==> config.mk <==
export PLATFORM = sky130hd
export DESIGN_NAME = uart_mmio_bridge
export DESIGN_NICKNAME = d
export VERILOG_FILES = /design/src/rtl/uart_pkg.sv /design/src/rtl/sync_fifo.sv /design/src/rtl/uart_mmio_bridge.sv
export SDC_FILE = /design/constraint.sdc
export NUM_CORES = 1
export LEC_CHECK = 0
export ABC_AREA = 1
export BUFFER_PORTS_ARGS = -buffer_cell sky130_fd_sc_hd__buf_2
export CORE_MARGIN = 5
export CORE_UTILIZATION = 40
export DETAILED_ROUTE_END_ITERATION = 10
export GPL_ROUTABILITY_DRIVEN = 1
export PLACE_DENSITY = 0.53
export SYNTH_ARGS = -nofsm -noshare
export SYNTH_HDL_FRONTEND = slang
export SYNTH_SLANG_ARGS = --single-unit
==> constraint.sdc <==
create_clock -name clk -period 11.42 [get_ports clk]
set_clock_uncertainty 0.2 [all_clocks]
set_input_delay 0.571 -clock clk [delete_from_list [all_inputs] [get_ports clk]]
set_output_delay 0.571 -clock clk [all_outputs]
set_load 0.05 [all_outputs]
==> src/rtl/uart_pkg.sv <==
// uart_pkg: shared definitions for the UART memory-mapped bridge.
//   - register offsets on the 2-bit bus address
//   - bit positions inside the STATUS and CTRL registers
//   - TX handshake state encoding
package uart_pkg;

    // Register offsets
    localparam logic [1:0] REG_DATA   = 2'd0;
    localparam logic [1:0] REG_STATUS = 2'd1;
    localparam logic [1:0] REG_CTRL   = 2'd2;
    localparam logic [1:0] REG_LEVEL  = 2'd3;

    // STATUS bit positions
    localparam int unsigned ST_RX_EMPTY    = 0;
    localparam int unsigned ST_RX_FULL     = 1;
    localparam int unsigned ST_TX_EMPTY    = 2;
    localparam int unsigned ST_TX_FULL     = 3;
    localparam int unsigned ST_RX_OVERRUN  = 4;
    localparam int unsigned ST_TX_OVERFLOW = 5;
    localparam int unsigned ST_TX_ACTIVE   = 6;

    // CTRL bit positions
    localparam int unsigned CT_RX_IRQ_EN = 0;
    localparam int unsigned CT_TX_IRQ_EN = 1;
    localparam int unsigned CT_LOOPBACK  = 2;

    // TX handshake states
    typedef enum logic [1:0] {
        T_IDLE = 2'd0,
        T_REQ  = 2'd1,
        T_WAIT = 2'd2
    } tx_state_t;

endpackage

==> src/rtl/sync_fifo.sv <==
// sync_fifo: single-clock FIFO with combinational head output.
//   clk, rst    : clock, asynchronous active-high reset
//   push, din   : write request and data (accepted when not full, or when
//                 a pop happens in the same cycle)
//   pop, dout   : read request (ignored when empty) and current head
//   full, empty : occupancy flags
//   count       : number of stored entries, 0..DEPTH
module sync_fifo #(
    parameter  int unsigned WIDTH = 8,
    parameter  int unsigned DEPTH = 16,
    localparam int unsigned AW    = $clog2(DEPTH)
) (
    input  logic             clk,
    input  logic             rst,
    input  logic             push,
    input  logic [WIDTH-1:0] din,
    input  logic             pop,
    output logic [WIDTH-1:0] dout,
    output logic             full,
    output logic             empty,
    output logic [AW:0]      count
);

    localparam logic [AW:0] FULL_CNT = (AW+1)'(DEPTH);

    logic [WIDTH-1:0] mem [DEPTH];
    logic [AW-1:0]    wr_ptr;
    logic [AW-1:0]    rd_ptr;
    logic [AW:0]      cnt;
    logic             do_push;
    logic             do_pop;

    assign empty   = (cnt == '0);
    assign full    = (cnt == FULL_CNT);
    assign count   = cnt;
    assign dout    = mem[rd_ptr];

    // A pop on a full FIFO frees the slot the simultaneous push lands in.
    assign do_pop  = pop & ~empty;
    assign do_push = push & (~full | do_pop);

    always_ff @(posedge clk or posedge rst) begin
        if (rst) begin
            wr_ptr <= '0;
            rd_ptr <= '0;
            cnt    <= '0;
            for (int unsigned i = 0; i < DEPTH; i++) begin
                mem[i] <= '0;
            end
        end else begin
            if (do_push) begin
                mem[wr_ptr] <= din;
                wr_ptr      <= wr_ptr + AW'(1);
            end
            if (do_pop) begin
                rd_ptr <= rd_ptr + AW'(1);
            end
            case ({do_push, do_pop})
                2'b10:   cnt <= cnt + (AW+1)'(1);
                2'b01:   cnt <= cnt - (AW+1)'(1);
                default: cnt <= cnt;
            endcase
        end
    end

endmodule

==> src/rtl/uart_mmio_bridge.sv <==
// uart_mmio_bridge: CPU-bus front end for the byte-level uart core.
//   Four registers (DATA, STATUS, CTRL, LEVEL), a TX FIFO drained into the
//   core's we/data_in handshake, an RX FIFO filled from completed core
//   receptions, and a registered level interrupt.
// Ports:
//   clk, rst                 : clock, asynchronous active-high reset
//   bus_cs, bus_we, bus_addr : one-cycle register access strobe, direction, index
//   bus_wdata / bus_rdata    : write data / registered read data (1-cycle latency)
//   irq                      : level interrupt
//   core_we, core_data_in    : TX handshake to the core
//   core_tx_busy             : core transmitter busy
//   core_rx_busy, core_data_out : core receiver busy and received byte
// Build option: define UART_MMIO_LOOPBACK_EN to enable CTRL bit2 internal
// loopback (TX FIFO head moved straight into the RX FIFO).
module uart_mmio_bridge
    import uart_pkg::*;
#(
    parameter int unsigned FIFO_DEPTH = 16
) (
    input  logic        clk,
    input  logic        rst,
    input  logic        bus_cs,
    input  logic        bus_we,
    input  logic [1:0]  bus_addr,
    input  logic [31:0] bus_wdata,
    output logic [31:0] bus_rdata,
    output logic        irq,
    output logic        core_we,
    output logic [7:0]  core_data_in,
    input  logic        core_tx_busy,
    input  logic        core_rx_busy,
    input  logic [7:0]  core_data_out
);

    localparam int unsigned FIFO_AW = $clog2(FIFO_DEPTH);

    // Bus decode
    logic rd_req;
    logic wr_req;
    assign rd_req = bus_cs & ~bus_we;
    assign wr_req = bus_cs & bus_we;

    // FIFO wiring
    logic             tx_push, tx_pop, tx_full, tx_empty;
    logic [7:0]       tx_dout;
    logic [FIFO_AW:0] tx_count;
    logic             rx_push, rx_pop, rx_full, rx_empty;
    logic [7:0]       rx_din, rx_dout;
    logic [FIFO_AW:0] rx_count;

    // Control / status state
    tx_state_t state;
    logic      ctrl_rx_irq_en;
    logic      ctrl_tx_irq_en;
    logic      rx_overrun;
    logic      tx_overflow;
    logic      rx_busy_q;
    logic      cap_pend;
    logic      loop_on;
    logic      loop_move;
    logic      fsm_pop;

`ifdef UART_MMIO_LOOPBACK_EN
    logic ctrl_loopback;
    assign loop_on   = ctrl_loopback;
    assign loop_move = ctrl_loopback & ~tx_empty & ~rx_full;
`else
    assign loop_on   = 1'b0;
    assign loop_move = 1'b0;
`endif

    // A new byte is only offered while the core is idle: if busy were still
    // high, T_REQ would take it as the acceptance of the new byte.
    assign fsm_pop = (state == T_IDLE) & ~tx_empty & ~core_tx_busy & ~loop_on;

    assign tx_push = wr_req & (bus_addr == REG_DATA);
    assign tx_pop  = fsm_pop | loop_move;
    assign rx_pop  = rd_req & (bus_addr == REG_DATA);
    assign rx_push = loop_on ? loop_move : cap_pend;
    assign rx_din  = loop_on ? tx_dout   : core_data_out;

    sync_fifo #(.WIDTH(8), .DEPTH(FIFO_DEPTH)) u_tx_fifo (
        .clk   (clk),
        .rst   (rst),
        .push  (tx_push),
        .din   (bus_wdata[7:0]),
        .pop   (tx_pop),
        .dout  (tx_dout),
        .full  (tx_full),
        .empty (tx_empty),
        .count (tx_count)
    );

    sync_fifo #(.WIDTH(8), .DEPTH(FIFO_DEPTH)) u_rx_fifo (
        .clk   (clk),
        .rst   (rst),
        .push  (rx_push),
        .din   (rx_din),
        .pop   (rx_pop),
        .dout  (rx_dout),
        .full  (rx_full),
        .empty (rx_empty),
        .count (rx_count)
    );

    // TX handshake FSM. core_we stays high through T_REQ because the core
    // only samples it on oversample ticks.
    always_ff @(posedge clk or posedge rst) begin
        if (rst) begin
            state        <= T_IDLE;
            core_we      <= 1'b0;
            core_data_in <= '0;
        end else begin
            case (state)
                T_IDLE: begin
                    if (fsm_pop) begin
                        core_data_in <= tx_dout;
                        core_we      <= 1'b1;
                        state        <= T_REQ;
                    end
                end
                T_REQ: begin
                    if (core_tx_busy) begin
                        core_we <= 1'b0;
                        state   <= T_WAIT;
                    end
                end
                T_WAIT: begin
                    if (!core_tx_busy) begin
                        state <= T_IDLE;
                    end
                end
                default: begin
                    core_we <= 1'b0;
                    state   <= T_IDLE;
                end
            endcase
        end
    end

    // RX capture: the core refreshes data_out in its first idle cycle, so
    // the push happens one clk after the busy falling edge is seen.
    always_ff @(posedge clk or posedge rst) begin
        if (rst) begin
            rx_busy_q <= 1'b0;
            cap_pend  <= 1'b0;
        end else begin
            rx_busy_q <= core_rx_busy;
            cap_pend  <= rx_busy_q & ~core_rx_busy & ~loop_on;
        end
    end

    // CTRL register and sticky error flags (a new error wins over a clear
    // arriving in the same cycle).
    always_ff @(posedge clk or posedge rst) begin
        if (rst) begin
            ctrl_rx_irq_en <= 1'b0;
            ctrl_tx_irq_en <= 1'b0;
`ifdef UART_MMIO_LOOPBACK_EN
            ctrl_loopback  <= 1'b0;
`endif
            rx_overrun     <= 1'b0;
            tx_overflow    <= 1'b0;
        end else begin
            if (wr_req && bus_addr == REG_CTRL) begin
                ctrl_rx_irq_en <= bus_wdata[CT_RX_IRQ_EN];
                ctrl_tx_irq_en <= bus_wdata[CT_TX_IRQ_EN];
`ifdef UART_MMIO_LOOPBACK_EN
                ctrl_loopback  <= bus_wdata[CT_LOOPBACK];
`endif
            end
            if (wr_req && bus_addr == REG_STATUS) begin
                if (bus_wdata[ST_RX_OVERRUN])  rx_overrun  <= 1'b0;
                if (bus_wdata[ST_TX_OVERFLOW]) tx_overflow <= 1'b0;
            end
            if (rx_push && rx_full && !rx_pop) rx_overrun  <= 1'b1;
            if (tx_push && tx_full && !tx_pop) tx_overflow <= 1'b1;
        end
    end

    // Read mux
    logic [31:0] rdata_next;
    always_comb begin
        rdata_next = '0;
        case (bus_addr)
            REG_DATA: begin
                if (!rx_empty) rdata_next = {23'b0, 1'b1, rx_dout};
            end
            REG_STATUS: begin
                rdata_next[ST_RX_EMPTY]    = rx_empty;
                rdata_next[ST_RX_FULL]     = rx_full;
                rdata_next[ST_TX_EMPTY]    = tx_empty;
                rdata_next[ST_TX_FULL]     = tx_full;
                rdata_next[ST_RX_OVERRUN]  = rx_overrun;
                rdata_next[ST_TX_OVERFLOW] = tx_overflow;
                rdata_next[ST_TX_ACTIVE]   = (state != T_IDLE) | core_tx_busy;
            end
            REG_CTRL: begin
                rdata_next[CT_RX_IRQ_EN] = ctrl_rx_irq_en;
                rdata_next[CT_TX_IRQ_EN] = ctrl_tx_irq_en;
`ifdef UART_MMIO_LOOPBACK_EN
                rdata_next[CT_LOOPBACK]  = ctrl_loopback;
`endif
            end
            REG_LEVEL: begin
                rdata_next[FIFO_AW:0]     = rx_count;
                rdata_next[FIFO_AW+8:8]   = tx_count;
            end
            default: rdata_next = '0;
        endcase
    end

    always_ff @(posedge clk or posedge rst) begin
        if (rst) begin
            bus_rdata <= '0;
            irq       <= 1'b0;
        end else begin
            if (rd_req) bus_rdata <= rdata_next;
            irq <= (ctrl_rx_irq_en & ~rx_empty) |
                   (ctrl_tx_irq_en & tx_empty & (state == T_IDLE));
        end
    end

    logic unused_wdata;
    assign unused_wdata = ^bus_wdata[31:8];

endmodule

Word level (Yosys, flattened, before mapping):

Index checks and enable logic that the tools add are counted.

* add/subtract/negate cells: 8
* $mul: 0
* divide/modulo/power cells: 0
* $lt $le $gt $ge: 6
* equality and inequality tests: 14
* shift-type cells: 0
* multiplexer cells: 34
* bitwise operators: 30
* reductions and logical operators: 26

Operator list (count)
* 128-bit bitwise mux: 2
* 8-bit binary-select mux with 4-bit select: 2
* 8-bit demux with 4-bit select: 2
* 8-bit two-way mux: 6
* 5-bit one-hot mux with 2 select lines: 3
* 5-bit greater-or-equal comparator, second input constant: 4
* 4-bit inverter with 5-bit output: 4
* 19-bit two-way mux: 1
* 4-bit by 1-bit adder with 4-bit output, second input constant: 4
* 1-bit bitwise AND: 14
* 2-bit nonzero test: 7
* 5-bit by 1-bit adder with 5-bit output, second input constant: 2
* 2-bit equality test, second input constant: 5
* 5-bit equality test, second input constant: 2
* 5-bit logical NOT: 2
* 5-bit by 1-bit < comparator with 1-bit output, second input constant: 2
* 5-bit by 1-bit subtractor with 5-bit output, second input constant: 2
* 1-bit two-way mux: 9
* 9-bit two-way mux: 1
* 3-bit one-hot mux with 3 select lines: 1
* 2-bit by 1-bit equality test with 1-bit output, second input constant: 4
* 1-bit logical AND: 8
* 1-bit inverter: 8
* 2-bit one-hot mux with 4 select lines: 1
* other kinds (10): 22

* bits in registers: 332
* bits in latches: 0
* memory bits (writable): 0
* bits in read-only memories: 0
* output and inout port bits: 42
* word-level logic and storage cells: 167
* memories kept: 0

Logic depth before layout (Yosys ltp):

* depth after elaboration: 9
* depth in mapped cells: 19
* depth with buffers taken out: 18

Modules after synthesis:

From an unflattened synthesis, not the netlist that was laid out.

* cell total of the unflattened synthesis: 2072
* area, all modules: 16265.6 µm²

Modules (own cells, without submodules)
* sync_fifo at u_rx_fifo: times used 1, cells an instance 1080, area each 7857.5 µm², seq. area each 3528.4 µm²
* sync_fifo at u_tx_fifo: times used 1, cells an instance 786, area each 6760.2 µm², seq. area each 3528.4 µm²
* uart_mmio_bridge: times used 1, cells an instance 206, area each 1647.8 µm², seq. area each 775.7 µm²

Worst setup path after synthesis:

OpenSTA, ideal clock, no wires.

* path kind: input to register
* from: input bus_addr[0]
* to: register u_tx_fifo.cnt[4] (netlist: u_tx_fifo.count[4])
* arrival time: 2779 ps
* slack: 8320 ps
* cell stages on the path: 18
* path buffers: 2
* cells stage by stage: inv_1 > ha_1 > nand3_1 > inv_1 > buf_2 > nand2_1 > ha_1 > clkbuf_1 > xor2_1 > ha_1 > inv_1 > nand2_1 > nand2_1 > o21ai_0 > a21oi_1 > o21ai_0 > nand2_1 > nand2_1

* word-level cells in the longest chain between the ends: 5
* elaborated cells on any way between the ends: 7
* those cells by class: 2 x eq/ne; 1 x mux; 2 x bitwise; 2 x reduce/logical

RTL lines
* from (decl): RTL line uart_mmio_bridge.sv:24 `input logic [1:0] bus_addr,`
* 2-bit logical NOT (*): RTL line uart_mmio_bridge.sv:76 `assign tx_push = wr_req & (bus_addr == REG_DATA);`
* 1-bit bitwise AND (*): RTL line uart_mmio_bridge.sv:76
* 1-bit bitwise AND (*): RTL line sync_fifo.sv:40 `assign do_push = push & (~full | do_pop);`
* 2-bit by 1-bit equality test with 1-bit output or 2-bit equality test (tied branches): RTL line sync_fifo.sv:58 `case ({do_push, do_pop})`
* 5-bit one-hot mux with 2 select lines or 2-bit nonzero test (tied branches)
* to (signal assigned): RTL line sync_fifo.sv:59 `2'b10: cnt <= cnt + (AW+1)'(1);`
* to (signal assigned): RTL line sync_fifo.sv:60 `2'b01: cnt <= cnt - (AW+1)'(1);`
* to (signal assigned): RTL line sync_fifo.sv:61 `default: cnt <= cnt;`
* to (decl): RTL line sync_fifo.sv:29 `logic [AW:0] cnt;`

Every way passes the cells marked *; elsewhere a longest branch is shown, timed or not.
A chain may end at the register's enable or synchronous reset.

Final worst setup path:

* from: register u_tx_fifo.cnt[0] (netlist: u_tx_fifo.count[0])
* to: register u_tx_fifo.cnt[4] (netlist: u_tx_fifo.count[4])

* word-level cells in the longest chain between the ends: 9
* elaborated cells on any way between the ends: 15
* those cells by class: 2 x add/sub; 3 x eq/ne; 1 x mux; 7 x bitwise; 2 x reduce/logical

RTL lines
* 5-bit logical NOT: RTL line sync_fifo.sv:33 `assign empty = (cnt == '0);`
* 1-bit inverter: RTL line sync_fifo.sv:39, uart_mmio_bridge.sv:74
* 1-bit bitwise AND (2 in a row): RTL line uart_mmio_bridge.sv:74 `assign fsm_pop = (state == T_IDLE) & ~tx_empty & ~core_tx_busy & ~loop_on;`
* 1-bit bitwise AND: RTL line sync_fifo.sv:39 `assign do_pop = pop & ~empty;`
* 1-bit OR: RTL line sync_fifo.sv:40
* 1-bit bitwise AND: RTL line sync_fifo.sv:40
* 2-bit by 1-bit equality test with 1-bit output or 2-bit equality test (tied branches): RTL line sync_fifo.sv:58
* 5-bit one-hot mux with 2 select lines or 2-bit nonzero test (tied branches)

Parallel ways exist; a longest one is shown, timed or not.

==> results.md <==
- Crit-path slowest cell: dfrtp_1
- Register Area: 7836 sq um
- Crit path from: u_tx_fifo.count[0]$_DFFE_PP0P_
- IO buf count: 46
- Reg2reg start: u_tx_fifo.count[0]$_DFFE_PP0P_
- Core area: 36520 sq um
- Crit path launch type: flip-flop
- Remaining DRCs: 0
- Worst skew pair latency: 0.53 ns
- Synthesized flop and latch total: 313
- Initial core utilization: 40.41%
- Rows: 70
- Crit path capture: u_tx_fifo.count[4]$_DFFE_PP0P_
- DP HPWL: 24060 um
- CP Depth: 16
- Pint: 2696 uW
- Die W: 202.1 um
- IO Pins: 90
- Syn Area/Cell: 8.264 sq um
- Worst path top cell family by delay: simple AND/OR/NAND/NOR gates
- DR vias: 11720
- Final setup vio count: 0
- Final Max Slew Viols: 0
- PwrDens: 273.7 nW/um^2
- Detail Route Antenna Nets: 0
- Placed Area: 15130 sq um
- CTS root buffer: clkbuf_16
- Period minus WS final: 3.667 ns
- Critical Path AT: 3.87 ns
- CTS buffer count: 37
- DRT Wirelength: 38860 um
- Hold Path Class: primary input to flip-flop
- Inserted Diodes: 0
- Buffers and inverters on the worst path: 4
- Crit. End Element: flip-flop
- Worst VDD drop: 0.1053 mV
- Slowest stage delay, CP: 0.42 ns
- Wire per inst: 17.13 um
- Vias in the first global route: 11110
- Sw Share: 39.69%
- Drt initial violations: 840
- Syn. warnings: 0
- RSZ-0062 raised after global routing: false
- Setup TNS: 0 ns
- Hold Startpoint: core_tx_busy
- Fin cells: 2269
- Comb pwr share: 34.7%
- R2r endpoint: u_tx_fifo.count[4]$_DFFE_PP0P_
- Post-Syn Instances: 1786
- Critical path fanouts, max: 14
- CTS tree: yes
- Slew HR: 35.90%
- Clock share of power: 25.7%
- Crit-path cells: inv_1 > nand4_1 > nor2_1 > inv_1 > nand2_1 > inv_1 > ha_1 > xor2_1 > ha_1 > inv_1 > nand2_1 > nand2_1 > o21ai_0 > a21oi_1 > o211ai_1 > nand2_1
- # H-tree levels: 2
- Post-synthesis async set-or-reset flop share: 100.0%
- Final #Nets: 1844
- Mapped cell area: 14760 sq um
- Worst reg2reg path depth: 16
- Post-Place Cells: 2201
- Sequential share of power: 39.6%
- Tightest Pin Transition: 0.9615 ns
- Flop-to-flop setup slack: 7.75 ns
- Sequential share of the synthesized area: 53.07%
- Die area: 40840 sq um
- Max_cap viols: 0
- Share of the synthesized area in the top cell type: 53.07%
- Number of antenna violations at the first check in global routing: 0
- Final Cycle Share: 32.11%
- Clock sink count: 313
- Leakage: 0.007695 uW
- Critical Path RT: 11.63 ns
- Psw: 1774 uW
- Power consumption: 4470 uW
- Synth cell types: 34
- # fillers: 3670
- First-pass GRT wire length: 63230 um
- CP Class: flip-flop to flip-flop
- FMAX: 272.7 MHz
- Area contributors post-synth: dfrtp_1, nand2_1, o21ai_0
- Post-route cell area: 16330 sq um
- Final hold vios: 0
- Layout cells sized above 1: 7.829%
- EDFF count, synth: 0
- Die Height: 202.1 um
- Gr usage total: 19.01%
- Multi-input gate area: 6046 sq um
- Status: finished clean
- Final RePlAce weighted congestion: 0.8382
- Clock slew at reported path FFs: 0.05 ns
- Avg Vias per Cell: 5.165
- Area growth syn-to-layout: 10.66%
- Area leader, netlist: dfrtp_1
- Main synth FF type: dfrtp_1
- Pin count of the biggest net entering global routing: 100
- First-pass iteration count of the detailed router: 5
- Clock Tree Buf Depth: 3
- GR Overflow Total: 0
==> power by group through the flow <==
| stage | clock network (uW) | logic [uW] | registers, uW |
|---|---|---|---|
| after floorplan | 0 | 1130 | 1780 |
| after global placement | 0 | 1540 | 1770 |
| after detailed placement | 0 | 1560 | 1780 |
| after CTS | 1180 | 1570 | 1770 |
| after global routing | 1230 | 1780 | 1830 |
| final | 1150 | 1550 | 1770 |
==> logic make-up after synthesis <==
kind of cell	share of synthesized area (%)
other	0.02541
buffers and inverters	6.426
XOR/XNOR	1.068
multiplexers	0.07629
AND/OR/NAND/NOR	21.71
AO/OA/AOI/OAI	15.71
adder cells (fa/ha/maj)	1.916
flip-flops	53.07
==> routing by layer <==
metal  up-vias  wire, um  part of all wire, %  track usage (%)
met1      5655     19580                   50            28.90
met4         0       674                  1.7            4.171
met3        51      1716                  4.4            2.776
li1       5804         -                    -                -
met2       210     16890                   43            28.98
met5         -         0                    0                0
==> Yosys cell counts, types with 11 or more instances <==
cell,n
xor2_1,14
inv_1,89
ha_1,21
nand3_1,109
a21oi_1,16
buf_4,19
buf_2,17
dfrtp_1,313
nand2_1,484
o21ai_0,353
clkbuf_1,79
o211ai_1,43
nor2_1,154
o21ai_1,11
==> registers in the layout (all words and copies together) (netlist names), 2 cells and up <==
name              cells
u_tx_fifo.wr_ptr      4
u_rx_fifo.mem       128
u_tx_fifo.mem       128
u_rx_fifo.count       5
u_rx_fifo.wr_ptr      4
bus_rdata            13
state                 2
u_rx_fifo.rd_ptr      4
u_tx_fifo.count       5
u_tx_fifo.rd_ptr      4
core_data_in          8
==> cell usage in the layout, fill, tap and decap left out, types with 6 or more instances in the layout <==
cell / synthesis / layout
clkbuf_1: 79 / 10
clkbuf_8: 0 / 10
buf_4: 19 / 10
clkbuf_16: 0 / 37
nand3_1: 109 / 109
dfrtp_1: 313 / 310
conb_1: 1 / 19
a21oi_1: 16 / 16
nor2_1: 154 / 154
inv_1: 89 / 86
o21ai_1: 11 / 11
buf_2: 17 / 46
ha_1: 21 / 21
o211ai_1: 43 / 43
xor2_1: 14 / 14
nand2_2: 7 / 7
nand2_1: 484 / 484
o21ai_0: 353 / 353
nand3_4: 6 / 6
==> area by class of cell <==
class	instances	share of cell area [%]
sequential	313	47.98
inverter	93	2.183
multi-input combinational	1271	37.02
clock buffer	57	6.742
tap	468	3.585
clock inverter	9	0.4980
timing repair buffer	58	1.992
==> worst min path at each step <==
stage                                 to  cells after the start  slack, ns
floorplan             cap_pend$_DFF_PP0_                      2       0.23
global placement      cap_pend$_DFF_PP0_                      2       0.26
detailed placement    cap_pend$_DFF_PP0_                      2       0.26
CTS                 state[1]$_DFFE_PP0P_                      3       0.08
global route        state[1]$_DFFE_PP0P_                      3       0.12
finish              state[1]$_DFFE_PP0P_                      3       0.11
==> worst reg2reg max path, delay by kind of cell, from the launching register on <==
kind / cells / cell delay [ns]
simple gates: 6 / 0.96
fa+ha+maj: 2 / 0.59
buf+inv: 4 / 0.58
compound gates: 3 / 0.56
flops: 1 / 0.42
xor+xnor: 1 / 0.24
==> repair_timing <==
action	CTS	global route
hold buffers	2	0
gates resized for setup	0	0
endpoints found under the hold margin	17	0
setup buffers	0	0
==> through the flow <==
step	util [%]	hold WS, ns	setup slack (ns)
after detailed placement	41.43	0.2614	7.536
after floorplan	-	0.2340	1.991
after CTS	44.72	0.08470	7.777
final	44.72	0.1122	7.753
after global placement	41.43	0.2551	7.619
after global routing	44.72	0.1154	7.478
(Power assumes the default switching activity.)
